`config.mk`:
```
export PLATFORM = sky130hd
export DESIGN_NAME = poly_nco_bank
export DESIGN_NICKNAME = d
export VERILOG_FILES = /design/src/rtl/nco_pkg.sv /design/src/rtl/nco_voice_regs.sv /design/src/rtl/poly_nco_bank.sv
export SDC_FILE = /design/constraint.sdc
export NUM_CORES = 1
export LEC_CHECK = 0
export CAP_MARGIN = 25
export CELL_PAD_IN_SITES_DETAIL_PLACEMENT = 1
export CELL_PAD_IN_SITES_GLOBAL_PLACEMENT = 2
export CORE_MARGIN = 5
export CORE_UTILIZATION = 46
export CTS_BUF_LIST = sky130_fd_sc_hd__clkbuf_2
export DETAILED_ROUTE_END_ITERATION = 10
export GPL_ROUTABILITY_DRIVEN = 1
export GPL_TIMING_DRIVEN = 0
export PLACE_DENSITY = 0.85
export SLEW_MARGIN = 20
export SYNTH_ARGS = -nofsm -noshare
export SYNTH_HDL_FRONTEND = slang
export SYNTH_HIERARCHICAL = 1
export SYNTH_SLANG_ARGS = --single-unit
```
`constraint.sdc`:
```
create_clock -name sys_clk -period 14.55 [get_ports sys_clk]
set_input_delay 2.1825 -clock sys_clk [delete_from_list [all_inputs] [get_ports sys_clk]]
set_output_delay 2.1825 -clock sys_clk [all_outputs]
set_load 0.02 [all_outputs]
```
`src/rtl/nco_pkg.sv`:
```
// Shared types and helpers for the polyphonic NCO bank.
package nco_pkg;

  typedef enum logic [0:0] {
    ST_IDLE  = 1'b0,
    ST_SWEEP = 1'b1
  } nco_state_e;

  localparam logic [1:0] CFG_INC    = 2'd0;
  localparam logic [1:0] CFG_OFF    = 2'd1;
  localparam logic [1:0] CFG_PRESET = 2'd2;
  localparam logic [1:0] CFG_CTRL   = 2'd3;

  function automatic int voice_idx_bits(input int n);
    return (n <= 2) ? 1 : $clog2(n);
  endfunction

endpackage

```
`src/rtl/nco_voice_regs.sv`:
```
// Per-voice increment/offset/enable/accumulator storage: one read port, one
// accumulator write-back port, one config port. Sync bits exist only with NCO_HARD_SYNC_EN.
module nco_voice_regs
  import nco_pkg::*;
#(
  parameter int NUM_VOICES = 8,
  parameter int ADDR_BITS  = 8,
  parameter int ACC_BITS   = 24,
  parameter int INC_BITS   = 16,
  localparam int VW        = voice_idx_bits(NUM_VOICES)
) (
  input  logic                 clk_i,
  input  logic                 rst_i,
  input  logic [VW-1:0]        rd_idx_i,
  output logic [INC_BITS-1:0]  rd_inc_o,
  output logic [ADDR_BITS-1:0] rd_off_o,
  output logic                 rd_en_o,
  output logic [ACC_BITS-1:0]  rd_acc_o,
`ifdef NCO_HARD_SYNC_EN
  output logic                 rd_sync_o,
`endif
  input  logic                 acc_we_i,
  input  logic [VW-1:0]        acc_idx_i,
  input  logic [ACC_BITS-1:0]  acc_wdata_i,
  input  logic                 cfg_we_i,
  input  logic [VW-1:0]        cfg_voice_i,
  input  logic [1:0]           cfg_sel_i,
  input  logic [INC_BITS-1:0]  cfg_data_i
);

  logic [INC_BITS-1:0]  inc_q [NUM_VOICES];
  logic [ADDR_BITS-1:0] off_q [NUM_VOICES];
  logic                 en_q  [NUM_VOICES];
  logic [ACC_BITS-1:0]  acc_q [NUM_VOICES];
`ifdef NCO_HARD_SYNC_EN
  logic                 sync_q [NUM_VOICES];
  assign rd_sync_o = sync_q[rd_idx_i];
`endif

  assign rd_inc_o = inc_q[rd_idx_i];
  assign rd_off_o = off_q[rd_idx_i];
  assign rd_en_o  = en_q[rd_idx_i];
  assign rd_acc_o = acc_q[rd_idx_i];

  always_ff @(posedge clk_i or posedge rst_i) begin
    if (rst_i) begin
      for (int i = 0; i < NUM_VOICES; i++) begin
        inc_q[i] <= '0;
        off_q[i] <= '0;
        en_q[i]  <= 1'b0;
        acc_q[i] <= '0;
`ifdef NCO_HARD_SYNC_EN
        sync_q[i] <= 1'b0;
`endif
      end
    end else begin
      if (acc_we_i)
        acc_q[acc_idx_i] <= acc_wdata_i;
      // Config comes second so a preset overrides a same-cycle write-back.
      if (cfg_we_i) begin
        case (cfg_sel_i)
          CFG_INC:    inc_q[cfg_voice_i] <= cfg_data_i;
          CFG_OFF:    off_q[cfg_voice_i] <= cfg_data_i[ADDR_BITS-1:0];
          CFG_PRESET: acc_q[cfg_voice_i] <= {cfg_data_i[ADDR_BITS-1:0], {(ACC_BITS-ADDR_BITS){1'b0}}};
          default: begin
            en_q[cfg_voice_i] <= cfg_data_i[0];
`ifdef NCO_HARD_SYNC_EN
            sync_q[cfg_voice_i] <= cfg_data_i[1];
`endif
          end
        endcase
      end
    end
  end

endmodule

```
`src/rtl/poly_nco_bank.sv`:
```
// Time-multiplexed bank of fractional phase-accumulator NCOs, one voice per cycle per sweep.
// Optional hard sync between adjacent voices is built with NCO_HARD_SYNC_EN.
module poly_nco_bank
  import nco_pkg::*;
#(
  parameter int NUM_VOICES = 8,
  parameter int ADDR_BITS  = 8,
  parameter int ACC_BITS   = 24,
  parameter int INC_BITS   = 16,
  localparam int VW        = voice_idx_bits(NUM_VOICES)
) (
  input  logic                 sys_clk,
  input  logic                 sys_rst,
  input  logic                 sample_tick,
  input  logic                 cfg_we,
  input  logic [VW-1:0]        cfg_voice,
  input  logic [1:0]           cfg_sel,
  input  logic [INC_BITS-1:0]  cfg_data,
  output logic                 out_valid,
  output logic [VW-1:0]        out_voice,
  output logic [ADDR_BITS-1:0] out_addr,
  output logic                 out_wrap,
  output logic                 sweep_busy,
  output logic                 tick_overrun,
  input  logic                 overrun_clr
);

  nco_state_e           state_q, state_d;
  logic [VW-1:0]        vcnt_q, vcnt_d;
  logic                 valid_q, wrap_q, ovr_q, ovr_d;
  logic [VW-1:0]        voice_q;
  logic [ADDR_BITS-1:0] addr_q;

  logic [INC_BITS-1:0]  rd_inc;
  logic [ADDR_BITS-1:0] rd_off;
  logic                 rd_en;
  logic [ACC_BITS-1:0]  rd_acc;
  logic [ACC_BITS:0]    sum;
  logic [ACC_BITS-1:0]  acc_n;
  logic                 wrap_n, busy, last;
  logic [ADDR_BITS-1:0] addr_n;
`ifdef NCO_HARD_SYNC_EN
  logic                 rd_sync;
  logic                 chain_q;
`endif

  nco_voice_regs #(
    .NUM_VOICES(NUM_VOICES), .ADDR_BITS(ADDR_BITS),
    .ACC_BITS(ACC_BITS), .INC_BITS(INC_BITS)
  ) u_regs (
    .clk_i(sys_clk), .rst_i(sys_rst),
    .rd_idx_i(vcnt_q), .rd_inc_o(rd_inc), .rd_off_o(rd_off),
    .rd_en_o(rd_en), .rd_acc_o(rd_acc),
`ifdef NCO_HARD_SYNC_EN
    .rd_sync_o(rd_sync),
`endif
    .acc_we_i(busy), .acc_idx_i(vcnt_q), .acc_wdata_i(acc_n),
    .cfg_we_i(cfg_we), .cfg_voice_i(cfg_voice), .cfg_sel_i(cfg_sel), .cfg_data_i(cfg_data)
  );

  assign busy = (state_q == ST_SWEEP);
  assign last = (vcnt_q == VW'(NUM_VOICES - 1));

  always_comb begin
    sum    = {1'b0, rd_acc} + (ACC_BITS + 1)'(rd_inc);
    acc_n  = rd_en ? sum[ACC_BITS-1:0] : rd_acc;
    wrap_n = rd_en & sum[ACC_BITS];
`ifdef NCO_HARD_SYNC_EN
    // chain_q holds the previous voice's wrap, carried across sweeps for voice 0.
    if (rd_sync && chain_q) begin
      acc_n  = '0;
      wrap_n = 1'b1;
    end
`endif
    addr_n = acc_n[ACC_BITS-1 -: ADDR_BITS] + rd_off;
  end

  always_comb begin
    state_d = state_q;
    vcnt_d  = vcnt_q;
    ovr_d   = ovr_q;
    if (busy) begin
      vcnt_d = vcnt_q + 1'b1;
      if (last) begin
        state_d = ST_IDLE;
        vcnt_d  = '0;
      end
    end else if (sample_tick) begin
      state_d = ST_SWEEP;
      vcnt_d  = '0;
    end
    if (overrun_clr)
      ovr_d = 1'b0;
    if (sample_tick && busy)
      ovr_d = 1'b1;
  end

  always_ff @(posedge sys_clk or posedge sys_rst) begin
    if (sys_rst) begin
      state_q <= ST_IDLE;
      vcnt_q  <= '0;
      ovr_q   <= 1'b0;
      valid_q <= 1'b0;
      voice_q <= '0;
      addr_q  <= '0;
      wrap_q  <= 1'b0;
`ifdef NCO_HARD_SYNC_EN
      chain_q <= 1'b0;
`endif
    end else begin
      state_q <= state_d;
      vcnt_q  <= vcnt_d;
      ovr_q   <= ovr_d;
      valid_q <= busy;
      voice_q <= busy ? vcnt_q : '0;
      addr_q  <= busy ? addr_n : '0;
      wrap_q  <= busy & wrap_n;
`ifdef NCO_HARD_SYNC_EN
      if (busy)
        chain_q <= wrap_n;
`endif
    end
  end

  assign out_valid    = valid_q;
  assign out_voice    = voice_q;
  assign out_addr     = addr_q;
  assign out_wrap     = wrap_q;
  assign sweep_busy   = busy;
  assign tick_overrun = ovr_q;

endmodule

```
Word level (Yosys, flattened, before mapping)
Index checks and enable logic that the tools add are counted.
{ "word_totals": {"output_inout_bits": 15, "ff_bits": 410, "wordCells": 105, "input_bits": 26} }
{ "op_classes": {"reduce_logical": 10, "n_addsub": 3, "n_eq_ne": 3, "n_lt_le_gt_ge": 4, "n_bitwise": 5, "muxes": 41} }
{ "ops": {"columns": ["op", "count"], "rows": [
  ["two-way mux 192 bit", 3],
  ["bitwise mux 192 bit", 2],
  ["demux 24 bit (select 3 bit)", 2],
  ["bitwise mux 128 bit", 1],
  ["two-way mux 24 bit", 5],
  ["binary-select mux 24 bit (select 3 bit)", 1],
  ["bitwise mux 64 bit", 1],
  ["binary-select mux 16 bit (select 3 bit)", 1],
  ["demux 16 bit (select 3 bit)", 1],
  ["two-way mux 16 bit", 3],
  ["two-way mux 8 bit", 4],
  ["adder 24 x 16 -> 25 bit", 1],
  ["binary-select mux 8 bit (select 3 bit)", 1],
  ["demux 8 bit (select 3 bit)", 1],
  ["two-way mux 3 bit", 4],
  ["adder 8 bit", 1],
  ["bitwise mux 8 bit", 1],
  ["greater-or-equal comparator 4 bit, second input constant", 2],
  ["less-than comparator 4 x 1 -> 1 bit, second input constant", 2],
  ["two-way mux 1 bit", 8],
  ["NOT 3 -> 4 bit", 2],
  ["AND reduction 2 bit", 3],
  ["nonzero test 2 bit", 2],
  ["adder 3 x 1 -> 3 bit, second input constant", 1],
  ["10 further kinds", 13]
]} }

Longest topological paths before layout
{ "logic_depth": {"ltp_word": 11, "mapped_depth": 23, "depth_no_buf": 20} }

Modules after synthesis
The synthesis kept the hierarchy.
{ "modules_own_cells": {"columns": ["module", "cells_per_inst", "area_per_inst_um2", "seq_area_each_um2", "n_inst"], "rows": [
  ["nco_voice_regs", 1442, 18934.4, 9809.4, 1],
  ["poly_nco_bank", 293, 2309.7, 450.4, 1]
]} }

Worst setup path after synthesis
No wires, ideal clock.
{ "synth_path": {"path_type": "flip-flop to flip-flop", "start": "register vcnt_q[1]", "end": "register addr_q[6] (netlist: out_addr[6])", "slack_ps": 9251, "stages_incl_launch_ff": 23, "arrival_time_ps": 5173, "t_required_ps": 14424, "synth_period_minus_slack_ps": 5299, "setup_ps": 126, "path_buffers": 4, "cell_sequence": "dfrtp_1 > buf_2 > clkbuf_1 > clkbuf_1 > mux4_2 > mux2_2 > ha_1 > buf_2 > a21oi_1 > o21ai_0 > and3_1 > o311ai_1 > a21oi_1 > xor2_1 > ha_1 > inv_1 > fa_1 > nor2b_1 > o21ai_0 > a21boi_0 > o21ai_0 > a21boi_0 > nor3_1"} }
{ "synth_between": {"elab_chain_len": 8, "word_cells_on_any_way": 17, "classes_between": "add/sub: 2; mux: 14; bitwise: 1"} }
{ "synth_rtl": {"columns": ["element", "line", "text"], "rows": [
  ["start, declared", "poly_nco_bank.sv:29", "logic [VW-1:0] vcnt_q, vcnt_d;"],
  ["start signal, assigned", "poly_nco_bank.sv:112", "vcnt_q <= vcnt_d;"],
  ["NOT 3 -> 4 bit (not written as such)", "nco_voice_regs.sv:43", "assign rd_acc_o = acc_q[rd_idx_i];"],
  ["binary-select mux 24 bit (select 3 bit)", "nco_voice_regs.sv:43", null],
  ["two-way mux 24 bit (not written as such) (2 in series)", "nco_voice_regs.sv:43", null],
  ["via rd_acc[9]", "poly_nco_bank.sv:37", "logic [ACC_BITS-1:0] rd_acc;"],
  ["adder 24 x 16 -> 25 bit", "poly_nco_bank.sv:65", "sum = {1'b0, rd_acc} + (ACC_BITS + 1)'(rd_inc);"],
  ["two-way mux 24 bit", "poly_nco_bank.sv:66", "acc_n = rd_en ? sum[ACC_BITS-1:0] : rd_acc;"],
  ["via acc_n[16]", "poly_nco_bank.sv:39", "logic [ACC_BITS-1:0] acc_n;"],
  ["adder 8 bit", "poly_nco_bank.sv:75", "addr_n = acc_n[ACC_BITS-1 -: ADDR_BITS] + rd_off;"],
  ["two-way mux 8 bit", "poly_nco_bank.sv:116", "addr_q <= busy ? addr_n : '0;"],
  ["end signal, assigned", "poly_nco_bank.sv:116", null],
  ["end, declared", "poly_nco_bank.sv:32", "logic [ADDR_BITS-1:0] addr_q;"]
]} }
The timed path passes the listed nets, and every way through them passes these cells. The select of a mux whose other input is x is not followed.
A chain may end at the register's enable or synchronous reset.

Worst setup path after layout
Same ends and word-level chain as after synthesis.

==> run metrics <==
type of the tightest min-delay check reg2reg; status finished, final reports clean; Vias 14,900; first-pass GRT wire length 99.5 mm; share of cells above drive strength 1 0.386; Critical Path Sink Type flip-flop; most frequent cells in the layout dfrtp_1 (410), mux2_2 (383), nand2_1 (291), clkbuf_2 (171), a21oi_1 (151); Synth Area in Compound Gates 0.0560; postcts setup bufs 0; hold depth 1; clock root cell clkbuf_2; Die X 225 um; Post-DRT Antenna Nets 0; Psw 0.00223 W; Starting Density 0.466; Post-Synth Adder-Cell Area 0.0166; IO buf count 40; Crit. path cell count 23; clock share of power 0.163; Final period util 0.543; cell breakdown of the critical path buf_2 > clkbuf_1 > buf_2 > mux4_2 > mux2_2 > ha_1 > inv_1 > fa_1 > nor2b_1 > o211ai_1 > a211oi_1 > o311ai_1 > a21oi_1 > xor2_1 > ha_1 > inv_1 > fa_1 > nor2b_1 > o21ai_0 > a21boi_0 > o21ai_0 > nor3b_1 > nor3_1; WL final 63.7 mm; H-tree levels 3; CP top delay family compound AO/OA/AOI/OAI gates; Synth Instances approximately 1,700; Top FF cell, synth dfrtp_1; sequential area share after synthesis 0.483; clk_lat worst skew 1.11 ns; CTS Sinks a little over 400; Slew Limit Fails 0; Via-to-Cell Ratio 5.82; Register Area slightly above 10,000 sq um; sequential share of power 0.314; RSZ-0062 raised after global routing false; worst-path fanout max 10; area of the multi-input gates 10,300 sq um; post_cts resized 0; Initial DRC Count 1,068; Post-Synth Simple-Gate Area 0.0956; dpl cells 2,378; most common cell after layout, fill and taps aside dfrtp_1; CTS Buf Count around 110; Final Critical Period 7.90 ns; critical path arrival 8.88 ns; gr usage total 0.256; Final setup viols 0; Final Util 0.516; clock skew 0.103 ns; Slew @ Worst Pin around 1.0 ns; # hold bufs at CTS 0; pin count of the biggest net entering global routing about 110; Metal-1 WL 27.6 mm; die height 225 um; maxcap violations 0; Comb pwr share 0.523; Synth Area in XOR/XNOR 0.00536; slowest CP cell o311ai_1; post-synthesis mux area share 0.309; slew margin rel. 0.300; Post-synth EDFFs 0; WP buf/inv 5; core area between 40,000 and 50,000 sq um; Netlist cell types 66; CTS tree yes; DRC violations left 0; Fin. Hold Viols 0; DIE AREA 50,600 sq um; Tot Pwr about 0.0053 W; non-filler instance count after layout approximately 2,600; synth-to-layout area growth 10.8%; sw frac 0.419; Pint ~0.0031 W; Longest Clk Path Bufs 3; RePlAce Congestion 0.857; Power Density 226 nW/um^2; global route overflow 0; async set or reset register ratio after synthesis 1.00; Fmax ~130 MHz; FILL cells 4,765; metal3 WL 2.57 mm; clock slew at reported path FFs 0.10 ns; VDD IR max 115 uV; setup tns final 0 ns; DP HPWL around 44 mm; via count of the first global-routing pass 16,600; I/O Pins slightly above 40; post-synthesis net count 1,788; WL met2 31.6 mm; crit-path max cell delay 0.87 ns; # rows between 70 and 80; R2R cell count 23; flops & latches, synth 410; required time worst endpoint 15.52 ns; yosys warns 6; Cell Area, Synth ~21,000 sq um; uppermost layer routed met4; routed length per instance 24.8 um; largest family of logic cells by synthesized area multiplexers; Setup crit start kind flip-flop; TritonRoute pass-1 iters 6; WHS roughly 0.5 ns; initial antenna violation count 2; final net count about 1,900; Leakage between 10 and 15 nW; crit path kind reg2reg; Syn Area/Cell 12.2 sq um
## Yosys cell counts (5+ instances only)
cell | count | share of area
nand2_1 | 291 | 0.051
nor4bb_1 | 5 | 0.0024
a21oi_1 | 151 | 0.036
nand4_1 | 7 | 0.0021
and2_1 | 7 | 0.0021
ha_1 | 25 | 0.015
nor3b_1 | 9 | 0.0032
mux2_2 | 383 | 0.20
o21a_1 | 7 | 0.0025
clkbuf_1 | 56 | 0.0099
dfrtp_1 | 410 | 0.48
nor2_1 | 30 | 0.0053
xnor2_1 | 7 | 0.0029
inv_1 | 19 | 0.0034
xor2_1 | 6 | 0.0025
mux4_2 | 98 | 0.10
nor3_1 | 13 | 0.0031
nand3_1 | 19 | 0.0045
o21ai_0 | 13 | 0.0031
nor2b_1 | 7 | 0.0021
or3_1 | 5 | 0.0015
buf_4 | 13 | 0.0046
o211ai_1 | 7 | 0.0025
buf_2 | 64 | 0.015
nand2b_1 | 6 | 0.0018
## power by group through the flow
stage          Combinational (W)  Clock (W)  Sequential (W)
3_5_place_dp             0.00279          0         0.00169
4_1_cts                  0.00280   0.000901         0.00167
2_1_floorplan            0.00198          0         0.00164
5_1_grt                  0.00302   0.000961         0.00171
3_3_place_gp             0.00269          0         0.00167
6_report                 0.00279   0.000867         0.00167
## cell families (layout without fill, tap and decap cells)
group           after synthesis  in the layout
simple gates                434            434
flops                       410            410
other cells                   0              2
buf+inv                     156            387
xor+xnor                     13             13
compound gates              210            210
fa+ha+maj                    27             27
mux                         485            485
## through the flow
step,instance area (sq um),setup WS [ns]
4_1_cts,23500,6.71
2_1_floorplan,21200,1.47
6_report,23500,6.65
3_3_place_gp,22400,-3.51
3_5_place_dp,22500,6.69
5_1_grt,23500,6.13
## sequential cells by signal, summed over array words and instances (netlist names), 3 cells and up
name and cells:
vcnt_q 3, out_addr 8, u_regs/acc_q 192, out_voice 3, u_regs/off_q 64, u_regs/en_q 8, u_regs/inc_q 128
## routing by layer
metal | GRT usage | up-vias
li1 | - | 6627
met1 | 0.342 | 7843
met2 | 0.425 | 358
met3 | 0.0459 | 114
met4 | 0.0864 | 0
met5 | 0 | -
## final cells by class
| type | count | share of cell area |
|---|---|---|
| diodes | 2 | 0.000213 |
| plain buffers | 136 | 0.0275 |
| clock buffers | 171 | 0.0364 |
| clock inverters | 17 | 0.00755 |
| inverters | 20 | 0.00351 |
| multi-input cells | 1169 | 0.436 |
| flip-flops and latches | 410 | 0.436 |
| well taps | 600 | 0.0319 |
| repair buffers | 43 | 0.0205 |
## path summary, 6_finish.rpt
path / from / end / slack [ns]
max reg2reg: vcnt_q[1] / out_addr[6] / 6.65
min: u_regs/inc_q[21] / u_regs/inc_q[21] / 0.51
min in group asynchronous: sys_rst / u_regs/acc_q[162] / 1.62
min reg2reg: u_regs/inc_q[21] / u_regs/inc_q[21] / 0.51
max: vcnt_q[1] / out_addr[6] / 6.65
max in group asynchronous: sys_rst / u_regs/inc_q[108] / 11.35
Power figures use the tool's default switching activity.
